[src/rtl/dmem_arb_pkg.sv]
// Shared types and widths for the data-memory arbiter between the core and the DMA port.
package dmem_arb_pkg;

    localparam int unsigned ADDR_W         = 8;
    localparam int unsigned DATA_W         = 16;
    localparam int unsigned STARVE_MAX_DEF = 15;

    typedef enum logic [1:0] {
        IDLE = 2'd0,
        PEND = 2'd1,
        DONE = 2'd2
    } arb_state_e;

    // DMA request record, frozen from capture until the arbiter returns to IDLE
    typedef struct packed {
        logic              we;
        logic [ADDR_W-1:0] addr;
        logic [DATA_W-1:0] wdata;
    } dma_rec_t;

endpackage

[src/rtl/dmem_arbiter_if.sv]
// Core, DMA and memory-macro signals of the data-memory arbiter.
interface dmem_arbiter_if;
    import dmem_arb_pkg::*;

    logic [ADDR_W-1:0] cpu_addr;
    logic [DATA_W-1:0] cpu_wdata;
    logic              cpu_wen;
    logic              cpu_ren;
    logic              hlt;
    logic [DATA_W-1:0] cpu_rdata;

    logic              dma_req;
    logic              dma_we;
    logic [ADDR_W-1:0] dma_addr;
    logic [DATA_W-1:0] dma_wdata;
    logic              dma_ack;
    logic [DATA_W-1:0] dma_rdata;
    logic              dma_busy;
    logic              starve;

    logic [ADDR_W-1:0] mem_addr;
    logic [DATA_W-1:0] mem_wdata;
    logic              mem_wen;
    logic [DATA_W-1:0] mem_rdata;

    // arbiter side
    modport slave (
        input  cpu_addr, cpu_wdata, cpu_wen, cpu_ren, hlt,
        input  dma_req, dma_we, dma_addr, dma_wdata,
        input  mem_rdata,
        output cpu_rdata, dma_ack, dma_rdata, dma_busy, starve,
        output mem_addr, mem_wdata, mem_wen
    );

    // requesters and memory side
    modport master (
        output cpu_addr, cpu_wdata, cpu_wen, cpu_ren, hlt,
        output dma_req, dma_we, dma_addr, dma_wdata,
        output mem_rdata,
        input  cpu_rdata, dma_ack, dma_rdata, dma_busy, starve,
        input  mem_addr, mem_wdata, mem_wen
    );

endinterface

[src/rtl/dmem_arbiter_sat_counter.sv]
// Saturating up-counter with synchronous clear; at_max_o flags the saturation value.
module sat_counter #(
    parameter int unsigned WIDTH = 4,
    parameter int unsigned MAX   = 15
) (
    input  logic clk,
    input  logic reset,
    input  logic inc_i,
    input  logic clr_i,
    output logic at_max_o
);

    logic [WIDTH-1:0] count_q;
    logic [WIDTH-1:0] count_d;

    // clear has priority over increment
    always_comb begin
        count_d = count_q;
        if (clr_i) begin
            count_d = '0;
        end else if (inc_i && (count_q != WIDTH'(MAX))) begin
            count_d = count_q + WIDTH'(1);
        end
    end

    always_ff @(posedge clk or negedge reset) begin
        if (!reset) begin
            count_q <= '0;
        end else begin
            count_q <= count_d;
        end
    end

    assign at_max_o = (count_q == WIDTH'(MAX));

endmodule

[src/rtl/dmem_arbiter.sv]
// Shares the single-port data memory between the core (always wins) and a held DMA request.
module dmem_arbiter
    import dmem_arb_pkg::*;
#(
    parameter int unsigned STARVE_MAX = STARVE_MAX_DEF
) (
    input  logic           clk,
    input  logic           reset,
    dmem_arbiter_if.slave  bus
);

    localparam int unsigned CNT_W = $clog2(STARVE_MAX + 1);

    arb_state_e        state_q;
    dma_rec_t          req_q;
    logic              ack_q;
    logic              busy_q;
    logic [DATA_W-1:0] rdata_q;

    logic cpu_act_c;
    logic grant_c;
    logic starve_c;

    assign cpu_act_c = (bus.cpu_wen | bus.cpu_ren) & ~bus.hlt;
    assign grant_c   = (state_q == PEND) & ~cpu_act_c;

    // Memory port mux: core first, then a granted DMA, otherwise park at zero
    always_comb begin
        bus.mem_addr  = '0;
        bus.mem_wdata = '0;
        bus.mem_wen   = 1'b0;
        if (cpu_act_c) begin
            bus.mem_addr  = bus.cpu_addr;
            bus.mem_wdata = bus.cpu_wdata;
            bus.mem_wen   = bus.cpu_wen;
        end else if (grant_c) begin
            bus.mem_addr  = req_q.addr;
            bus.mem_wdata = req_q.wdata;
            bus.mem_wen   = req_q.we;
        end
    end

    always_ff @(posedge clk or negedge reset) begin
        if (!reset) begin
            state_q <= IDLE;
            req_q   <= '0;
            ack_q   <= 1'b0;
            busy_q  <= 1'b0;
            rdata_q <= '0;
        end else begin
            ack_q <= 1'b0;
            unique case (state_q)
                IDLE: begin
                    if (bus.dma_req) begin
                        req_q   <= '{we: bus.dma_we, addr: bus.dma_addr, wdata: bus.dma_wdata};
                        state_q <= PEND;
                        busy_q  <= 1'b1;
                    end
                end
                PEND: begin
                    if (grant_c) begin
                        if (!req_q.we) begin
                            rdata_q <= bus.mem_rdata;
                        end
                        state_q <= DONE;
                        ack_q   <= 1'b1;
                    end
                end
                DONE: begin
                    // a request still high here is only sampled in the next IDLE cycle
                    state_q <= IDLE;
                    busy_q  <= 1'b0;
                end
                default: begin
                    state_q <= IDLE;
                    busy_q  <= 1'b0;
                end
            endcase
        end
    end

    sat_counter #(
        .WIDTH (CNT_W),
        .MAX   (STARVE_MAX)
    ) u_starve_cnt (
        .clk      (clk),
        .reset    (reset),
        .inc_i    ((state_q == PEND) && cpu_act_c),
        .clr_i    (grant_c || (state_q == IDLE)),
        .at_max_o (starve_c)
    );

    assign bus.cpu_rdata = bus.mem_rdata;
    assign bus.dma_ack   = ack_q;
    assign bus.dma_rdata = rdata_q;
    assign bus.dma_busy  = busy_q;
    assign bus.starve    = starve_c;

endmodule

[src/flat_wrapper.sv]
// flat-port wrapper written by rule: the top's interface ports become plain ports
module dmem_arbiter_flat import dmem_arb_pkg::*;
#(
    parameter int unsigned STARVE_MAX = STARVE_MAX_DEF
)
  (clk, reset, bus_cpu_addr, bus_cpu_wdata, bus_cpu_wen, bus_cpu_ren, bus_hlt, bus_dma_req, bus_dma_we, bus_dma_addr, bus_dma_wdata, bus_mem_rdata, bus_cpu_rdata, bus_dma_ack, bus_dma_rdata, bus_dma_busy, bus_starve, bus_mem_addr, bus_mem_wdata, bus_mem_wen);
  dmem_arbiter_if bus_i ();
  input  logic clk;
  input  logic reset;
  input wire logic [$bits(bus_i.cpu_addr)-1:0] bus_cpu_addr;
  input wire logic [$bits(bus_i.cpu_wdata)-1:0] bus_cpu_wdata;
  input wire logic [$bits(bus_i.cpu_wen)-1:0] bus_cpu_wen;
  input wire logic [$bits(bus_i.cpu_ren)-1:0] bus_cpu_ren;
  input wire logic [$bits(bus_i.hlt)-1:0] bus_hlt;
  input wire logic [$bits(bus_i.dma_req)-1:0] bus_dma_req;
  input wire logic [$bits(bus_i.dma_we)-1:0] bus_dma_we;
  input wire logic [$bits(bus_i.dma_addr)-1:0] bus_dma_addr;
  input wire logic [$bits(bus_i.dma_wdata)-1:0] bus_dma_wdata;
  input wire logic [$bits(bus_i.mem_rdata)-1:0] bus_mem_rdata;
  output wire logic [$bits(bus_i.cpu_rdata)-1:0] bus_cpu_rdata;
  output wire logic [$bits(bus_i.dma_ack)-1:0] bus_dma_ack;
  output wire logic [$bits(bus_i.dma_rdata)-1:0] bus_dma_rdata;
  output wire logic [$bits(bus_i.dma_busy)-1:0] bus_dma_busy;
  output wire logic [$bits(bus_i.starve)-1:0] bus_starve;
  output wire logic [$bits(bus_i.mem_addr)-1:0] bus_mem_addr;
  output wire logic [$bits(bus_i.mem_wdata)-1:0] bus_mem_wdata;
  output wire logic [$bits(bus_i.mem_wen)-1:0] bus_mem_wen;
  assign bus_i.cpu_addr = bus_cpu_addr;
  assign bus_i.cpu_wdata = bus_cpu_wdata;
  assign bus_i.cpu_wen = bus_cpu_wen;
  assign bus_i.cpu_ren = bus_cpu_ren;
  assign bus_i.hlt = bus_hlt;
  assign bus_i.dma_req = bus_dma_req;
  assign bus_i.dma_we = bus_dma_we;
  assign bus_i.dma_addr = bus_dma_addr;
  assign bus_i.dma_wdata = bus_dma_wdata;
  assign bus_i.mem_rdata = bus_mem_rdata;
  assign bus_cpu_rdata = bus_i.cpu_rdata;
  assign bus_dma_ack = bus_i.dma_ack;
  assign bus_dma_rdata = bus_i.dma_rdata;
  assign bus_dma_busy = bus_i.dma_busy;
  assign bus_starve = bus_i.starve;
  assign bus_mem_addr = bus_i.mem_addr;
  assign bus_mem_wdata = bus_i.mem_wdata;
  assign bus_mem_wen = bus_i.mem_wen;
  dmem_arbiter #(.STARVE_MAX(STARVE_MAX)) u_core (.clk(clk), .reset(reset), .bus(bus_i));
endmodule
[config.mk]
export PLATFORM = sky130hd
export DESIGN_NAME = dmem_arbiter_flat
export DESIGN_NICKNAME = d
export VERILOG_FILES = /design/src/rtl/dmem_arb_pkg.sv /design/src/rtl/dmem_arbiter_if.sv /design/src/rtl/dmem_arbiter_sat_counter.sv /design/src/rtl/dmem_arbiter.sv /design/src/flat_wrapper.sv
export SDC_FILE = /design/constraint.sdc
export NUM_CORES = 1
export LEC_CHECK = 0
export CAP_MARGIN = 15
export CORE_ASPECT_RATIO = 1.5
export CORE_UTILIZATION = 65
export CTS_CLUSTER_DIAMETER = 40
export DETAILED_ROUTE_END_ITERATION = 10
export DONT_BUFFER_PORTS = 1
export PLACE_DENSITY_LB_ADDON = 0.1
export SLEW_MARGIN = 20
export SYNTH_ARGS = -nofsm -noshare
export SYNTH_HDL_FRONTEND = slang
export SYNTH_SLANG_ARGS = --single-unit
export TNS_END_PERCENT = 5
[constraint.sdc]
create_clock -name clk -period 3.1 [get_ports clk]
set_clock_uncertainty 0.2 [all_clocks]
set_input_delay 0.775 -clock clk [delete_from_list [all_inputs] [get_ports clk]]
set_output_delay 0.775 -clock clk [all_outputs]
set_load 0.1 [all_outputs]
# ---- Yosys cells after proc, flatten, opt, wreduce, memory -nomap -nowiden
# Index checks and enable logic that the tools add are counted.
dict set report word_totals {
  register_bits 49
  out_inout_bits 60
  input_bits 71
}
dict set report classes {
  n_eq_ne 5
  n_reduce_logical 9
  bitwise_logic 7
  n_addsub 1
  mux 15
}
# cell n
set ops {}
lappend ops {{$mux 16} 2}
lappend ops {{$mux 8} 2}
lappend ops {{$mux 4} 2}
lappend ops {{$reduce_and 2->1} 3}
lappend ops {{$mux 1} 5}
lappend ops {{$add 4x1->4 const B} 1}
lappend ops {{$eq 4x4->1 const B} 1}
lappend ops {{$mux 2} 2}
lappend ops {{$ne 4x4->1 const B} 1}
lappend ops {{$not 1->1} 4}
lappend ops {{$pmux 2 s2} 1}
lappend ops {{$reduce_and 3->1} 1}
lappend ops {{$and 1x1->1} 2}
lappend ops {{$eq 2x1->1 const B} 1}
lappend ops {{$logic_and 1x1->1} 2}
lappend ops {{$logic_not 2->1} 1}
lappend ops {{$ne 2x1->1 const B} 1}
lappend ops {{$ne 2x2->1 const B} 1}
lappend ops {{$pmux 1 s2} 1}
lappend ops {{$reduce_bool 2->1} 1}
lappend ops {{$logic_or 1x1->1} 1}
lappend ops {{$or 1x1->1} 1}

# ---- Logic depth before layout (Yosys ltp)
dict set report depth {
  depth_word 6
  depth_mapped 5
}

# ---- Cells and area by module
# From an unflattened synthesis, not the netlist that was laid out.
dict set report hier_totals {
  hier_cells 169
  hier_area_um2 2326.0
}
# mod instances cells_per_inst area_each_um2 seq_area_each_um2
set modules_own_cells {}
lappend modules_own_cells {dmem_arbiter 1 149 2097.0 1126.1}
lappend modules_own_cells {sat_counter 1 20 229.0 100.1}

# ---- Worst setup path before layout
# No wires, ideal clock.
dict set report synth_path {
  kind {input-to-output}
  startpoint {input port bus_hlt}
  endpoint {output port bus_mem_wdata[10]}
  path_buffers 2
  required_time_ns 2.125
  arrival_time_ns 2.381
  slack_ns -0.256
  cell_stages 4
  path_cell_list {o21ba_1 clkbuf_1 clkbuf_1 a22o_1}
}
dict set report synth_between {
  elab_chain_cells 6
}
# element line_no
set synth_rtl {}
lappend synth_rtl {{start: declaration} flat_wrapper.sv:14} ;# input wire logic [$bits(bus_i.hlt)-1:0] bus_hlt;
lappend synth_rtl {{$not 1->1 (*)} dmem_arbiter.sv:24} ;# assign cpu_act_c = (bus.cpu_wen | bus.cpu_ren) & ~bus.hlt;
lappend synth_rtl {{$and 1x1->1 (*)} dmem_arbiter.sv:24}
lappend synth_rtl {{$not 1->1} dmem_arbiter.sv:25} ;# assign grant_c = (state_q == PEND) & ~cpu_act_c;
lappend synth_rtl {{$and 1x1->1} dmem_arbiter.sv:25}
lappend synth_rtl {{$mux 16} dmem_arbiter.sv:36} ;# end else if (grant_c) begin
lappend synth_rtl {{$mux 16 (*)} dmem_arbiter.sv:32} ;# if (cpu_act_c) begin
lappend synth_rtl {{end: declaration} flat_wrapper.sv:26} ;# output wire logic [$bits(bus_i.mem_wdata)-1:0] bus_mem_wdata;
# Mark *: on every way between the ends. The rest lies on a longest branch, timed or not.

# ---- Worst setup path after layout
dict set report layout_path {
  startpoint {input port bus_cpu_ren}
  endpoint {output port bus_mem_addr[3]}
}
dict set report layout_between {
  elab_chain_cells 6
}
# element line_no
set layout_rtl {}
lappend layout_rtl {{start: declaration} flat_wrapper.sv:13} ;# input wire logic [$bits(bus_i.cpu_ren)-1:0] bus_cpu_ren;
lappend layout_rtl {{$or 1x1->1 (*)} dmem_arbiter.sv:24}
lappend layout_rtl {{$and 1x1->1 (*)} dmem_arbiter.sv:24}
lappend layout_rtl {{$not 1->1} dmem_arbiter.sv:25}
lappend layout_rtl {{$and 1x1->1} dmem_arbiter.sv:25}
lappend layout_rtl {{$mux 8} dmem_arbiter.sv:36}
lappend layout_rtl {{$mux 8 (*)} dmem_arbiter.sv:32}
lappend layout_rtl {{end: declaration} flat_wrapper.sv:25} ;# output wire logic [$bits(bus_i.mem_addr)-1:0] bus_mem_addr;
# Marked as above.

==> impl_metrics.tcl <==
set metrics [dict create \
    placed_area_um2 2740 \
    numCtsBuffers 5 \
    vias 1492 \
    fmax_mhz 364 \
    dp_hpwl_mm 3.99 \
    worst_ep_arrival_time_ns 1.77 \
    dieArea_um2 3790 \
    port_buffers 0 \
    internal_power_mw 1.71 \
    track_usage_pct 29.4 \
    setup_violations 0 \
    syn_area_um2 2310 \
    synth-seq-cells 49 \
    synth_compound_area_share_pct 12.8 \
    wl_per_cell_um 24.2 \
    yosys.area_share.simple_pct 3.20 \
    drive_gt1_share_pct 46.5 \
    place_inst 218 \
    drt-total-wl_mm 5.49 \
    synth_top_family_by_area "multiplexers" \
    diodes 0 \
    drt_iter0_drc 50 \
    gp_congestion 0.722 \
    cts_tree "yes" \
    syn_inst 170 \
    dieWidth_um 50.6 \
    cp.required_ns 2.12 \
    slew-limit-headroom_pct 38.5 \
    clockBufferDepth 2 \
    dp_slack_ns 0.351 \
    start_util_pct 68.2 \
    cts_resized 0 \
    max_cap_viol_count 0 \
    start_kind "input pin" \
    grt_max_degree 50 \
    min_period_ns 2.75 \
    antenna_found_initial 0 \
    critPathMaxFanout 14 \
    synth_warnings 0 \
    synthesis.nets 242 \
    vdd_drop_max_v 0.00114 \
    synth-xor-area-share_pct 0 \
    finalNetCount 256 \
    worstMarginPinSlew_ns 0.922 \
    syn_to_final_growth_pct 25.0 \
    p_switching_mw 1.99 \
    combPwrFrac_pct 35.7 \
    rows 26 \
    final_cells 227 \
    drt-pass1-iter-count 5 \
    synthAdderAreaFrac_pct 0.543 \
    fin_crit_sh_pct 88.7 \
    p_clk_share_pct 11.9 \
    crit_type "input pin to primary output" \
    hp-class "input pin to async pin" \
    layout_setup_ws_ns 0.350 \
    final_util_pct 85.2 \
    drc_errors 0 \
    hold_violations 0 \
    die_h_um 75.0 \
    path_clk_slew_ns 0.09 \
    ys_seq_area_share_pct 53.2 \
    drtAntennaViolNets 0 \
    fillers 165 \
    p_per_area_nw_per_um2 1280 \
    rsz0062_at_grt "false" \
    end_kind "primary output" \
    cts_sinks 49 \
    pwr-share-seq_pct 52.3 \
    htree_num_levels 2 \
    fin_hold_ws_ns 0.128 \
    grt_pass1_wl_mm 7.84 \
    coreArea_um2 3380 \
    cts-root-buf "clkbuf_8" \
    finalMaxSlewViolations 0 \
    swShare_pct 53.8 \
    clk_latency_ns 0.29 \
    routed_via_density 6.57 \
    grt_overflow 0 \
    avgSynthCellArea_um2 13.6 \
    muxShareOfSynthArea_pct 22.1 \
    p_leak_nw 1.28 \
    synth_cell_type_count 28 \
    grt_pass1_vias 1577 \
    io_pins 131 \
    final_area_um2 2880 \
    status "finished, final reports clean" \
]
cell usage in the layout, fill, tap and decap left out:
cell type / Yosys / final
bufinv_16: 0 / 1
buf_4: 16 / 7
buf_12: 0 / 25
o211ai_1: 1 / 1
o21ai_0: 2 / 2
mux2_4: 10 / 10
nand2_1: 5 / 5
and3_1: 1 / 1
a22oi_1: 1 / 1
nor3b_2: 0 / 1
a31o_2: 1 / 1
or3_1: 1 / 1
a31oi_1: 1 / 1
clkbuf_1: 4 / 1
a221oi_1: 1 / 1
buf_16: 0 / 1
a22o_1: 25 / 24
nor2_1: 2 / 1
mux2_2: 31 / 31
nand2b_4: 1 / 1
inv_1: 3 / 3
clkinv_4: 0 / 1
nor2_2: 0 / 1
mux2i_1: 1 / 1
a21oi_1: 2 / 2
ha_1: 1 / 1
a22o_2: 0 / 1
nor3_1: 1 / 1
clkbuf_8: 0 / 5
a21o_1: 1 / 1
dfrtp_1: 49 / 49
o21ba_1: 1 / 1
nand4b_1: 1 / 1
area by class of cell:
cell class | count | area [um^2] | area share, %
sequential | 49 | 1230 | 42.6
inverter | 3 | 11.3 | 0.391
timing repair buffer | 33 | 581 | 20.1
clock inverter | 2 | 38.8 | 1.35
clock buffer | 6 | 72.6 | 2.52
multi-input combinational | 92 | 900 | 31.2
tap | 42 | 52.6 | 1.82
power by group through the flow:
stage / Clock [mW] / Sequential, mW / Combinational (mW)
global route: 0.475 / 1.96 / 1.36
global placement: 0 / 1.92 / 1.26
floorplan: 0 / 1.88 / 1.03
finish: 0.442 / 1.93 / 1.32
CTS: 0.450 / 1.93 / 1.32
detailed placement: 0 / 1.94 / 1.31
state kept, by name (all words and copies together), names as in the netlist:
name                         cells
u_core.bus.dma_ack               1
u_core.bus.dma_busy              1
u_core.bus.dma_rdata            16
u_core.req_q                    25
u_core.state_q                   2
u_core.u_starve_cnt.count_q      4
cells in the mapped netlist:
| library cell | instances | area share (%) |
|---|---|---|
| a21o_1 | 1 | 0.33 |
| a21oi_1 | 2 | 0.43 |
| a221oi_1 | 1 | 0.38 |
| a22o_1 | 25 | 9.5 |
| a22oi_1 | 1 | 0.33 |
| a31o_2 | 1 | 0.38 |
| a31oi_1 | 1 | 0.27 |
| and3_1 | 1 | 0.27 |
| buf_2 | 4 | 0.87 |
| buf_4 | 16 | 5.2 |
| buf_6 | 2 | 0.98 |
| clkbuf_1 | 4 | 0.65 |
| dfrtp_1 | 49 | 53 |
| ha_1 | 1 | 0.54 |
| inv_1 | 3 | 0.49 |
| mux2_2 | 31 | 15 |
| mux2_4 | 10 | 6.5 |
| mux2i_1 | 1 | 0.43 |
| nand2_1 | 5 | 0.81 |
| nand2b_4 | 1 | 0.60 |
| nand4b_1 | 1 | 0.38 |
| nor2_1 | 2 | 0.33 |
| nor3_1 | 1 | 0.22 |
| nor3b_1 | 1 | 0.33 |
| o211ai_1 | 1 | 0.33 |
| o21ai_0 | 2 | 0.43 |
| o21ba_1 | 1 | 0.43 |
| or3_1 | 1 | 0.27 |
kinds of logic after synthesis:
family / Yosys count
flops: 49
mux: 42
fa+ha+maj: 1
buf+inv: 29
compound gates: 36
simple gates: 13
timing repair:
action                    CTS  global route
hold endpoints to repair   49             0
buffers inserted            0             0
hold buffers                1             0
metal layers:
| metal | track usage [%] | vias to the layer above | part of all wire, % |
|---|---|---|---|
| met5 | 0 | - | 0 |
| li1 | - | 630 | - |
| met3 | 9.09 | 8 | 8.2 |
| met2 | 55.6 | 102 | 58 |
| met4 | 10.5 | 0 | 1.5 |
| met1 | 30.3 | 752 | 32 |
through the flow:
stage	total power [mW]	setup TNS [ns]
after floorplan	2.91	-4.50
after global placement	3.18	0
after detailed placement	3.25	0
after CTS	3.71	0
after global routing	3.80	0
final	3.70	0
worst max-delay path, stage by stage:
cell and delay [ns]:
o21ba_1 0.21, nor2_2 0.14, buf_4 0.23, a22o_1 0.22, buf_12 0.19
worst paths after layout:
path / to / from / cells after the start / slack (ns)
worst max-delay path: bus_mem_addr[3] / bus_cpu_ren / 5 / 0.35
worst min-delay path: u_core.state_q[0]$_DFFE_PN0P_ / reset / 1 / 0.13
worst max register to register: u_core.bus.dma_rdata[4]$_DFFE_PN0P_ / u_core.state_q[1]$_DFFE_PN0P_ / 3 / 0.95
worst min register to register: u_core.req_q[8]$_DFFE_PN0P_ / u_core.req_q[8]$_DFFE_PN0P_ / 1 / 0.32
max in group asynchronous: u_core.req_q[5]$_DFFE_PN0P_ / reset / 1 / 2.37
min in group clk: u_core.req_q[8]$_DFFE_PN0P_ / u_core.req_q[8]$_DFFE_PN0P_ / 1 / 0.32
Power figures use the tool's default switching activity.
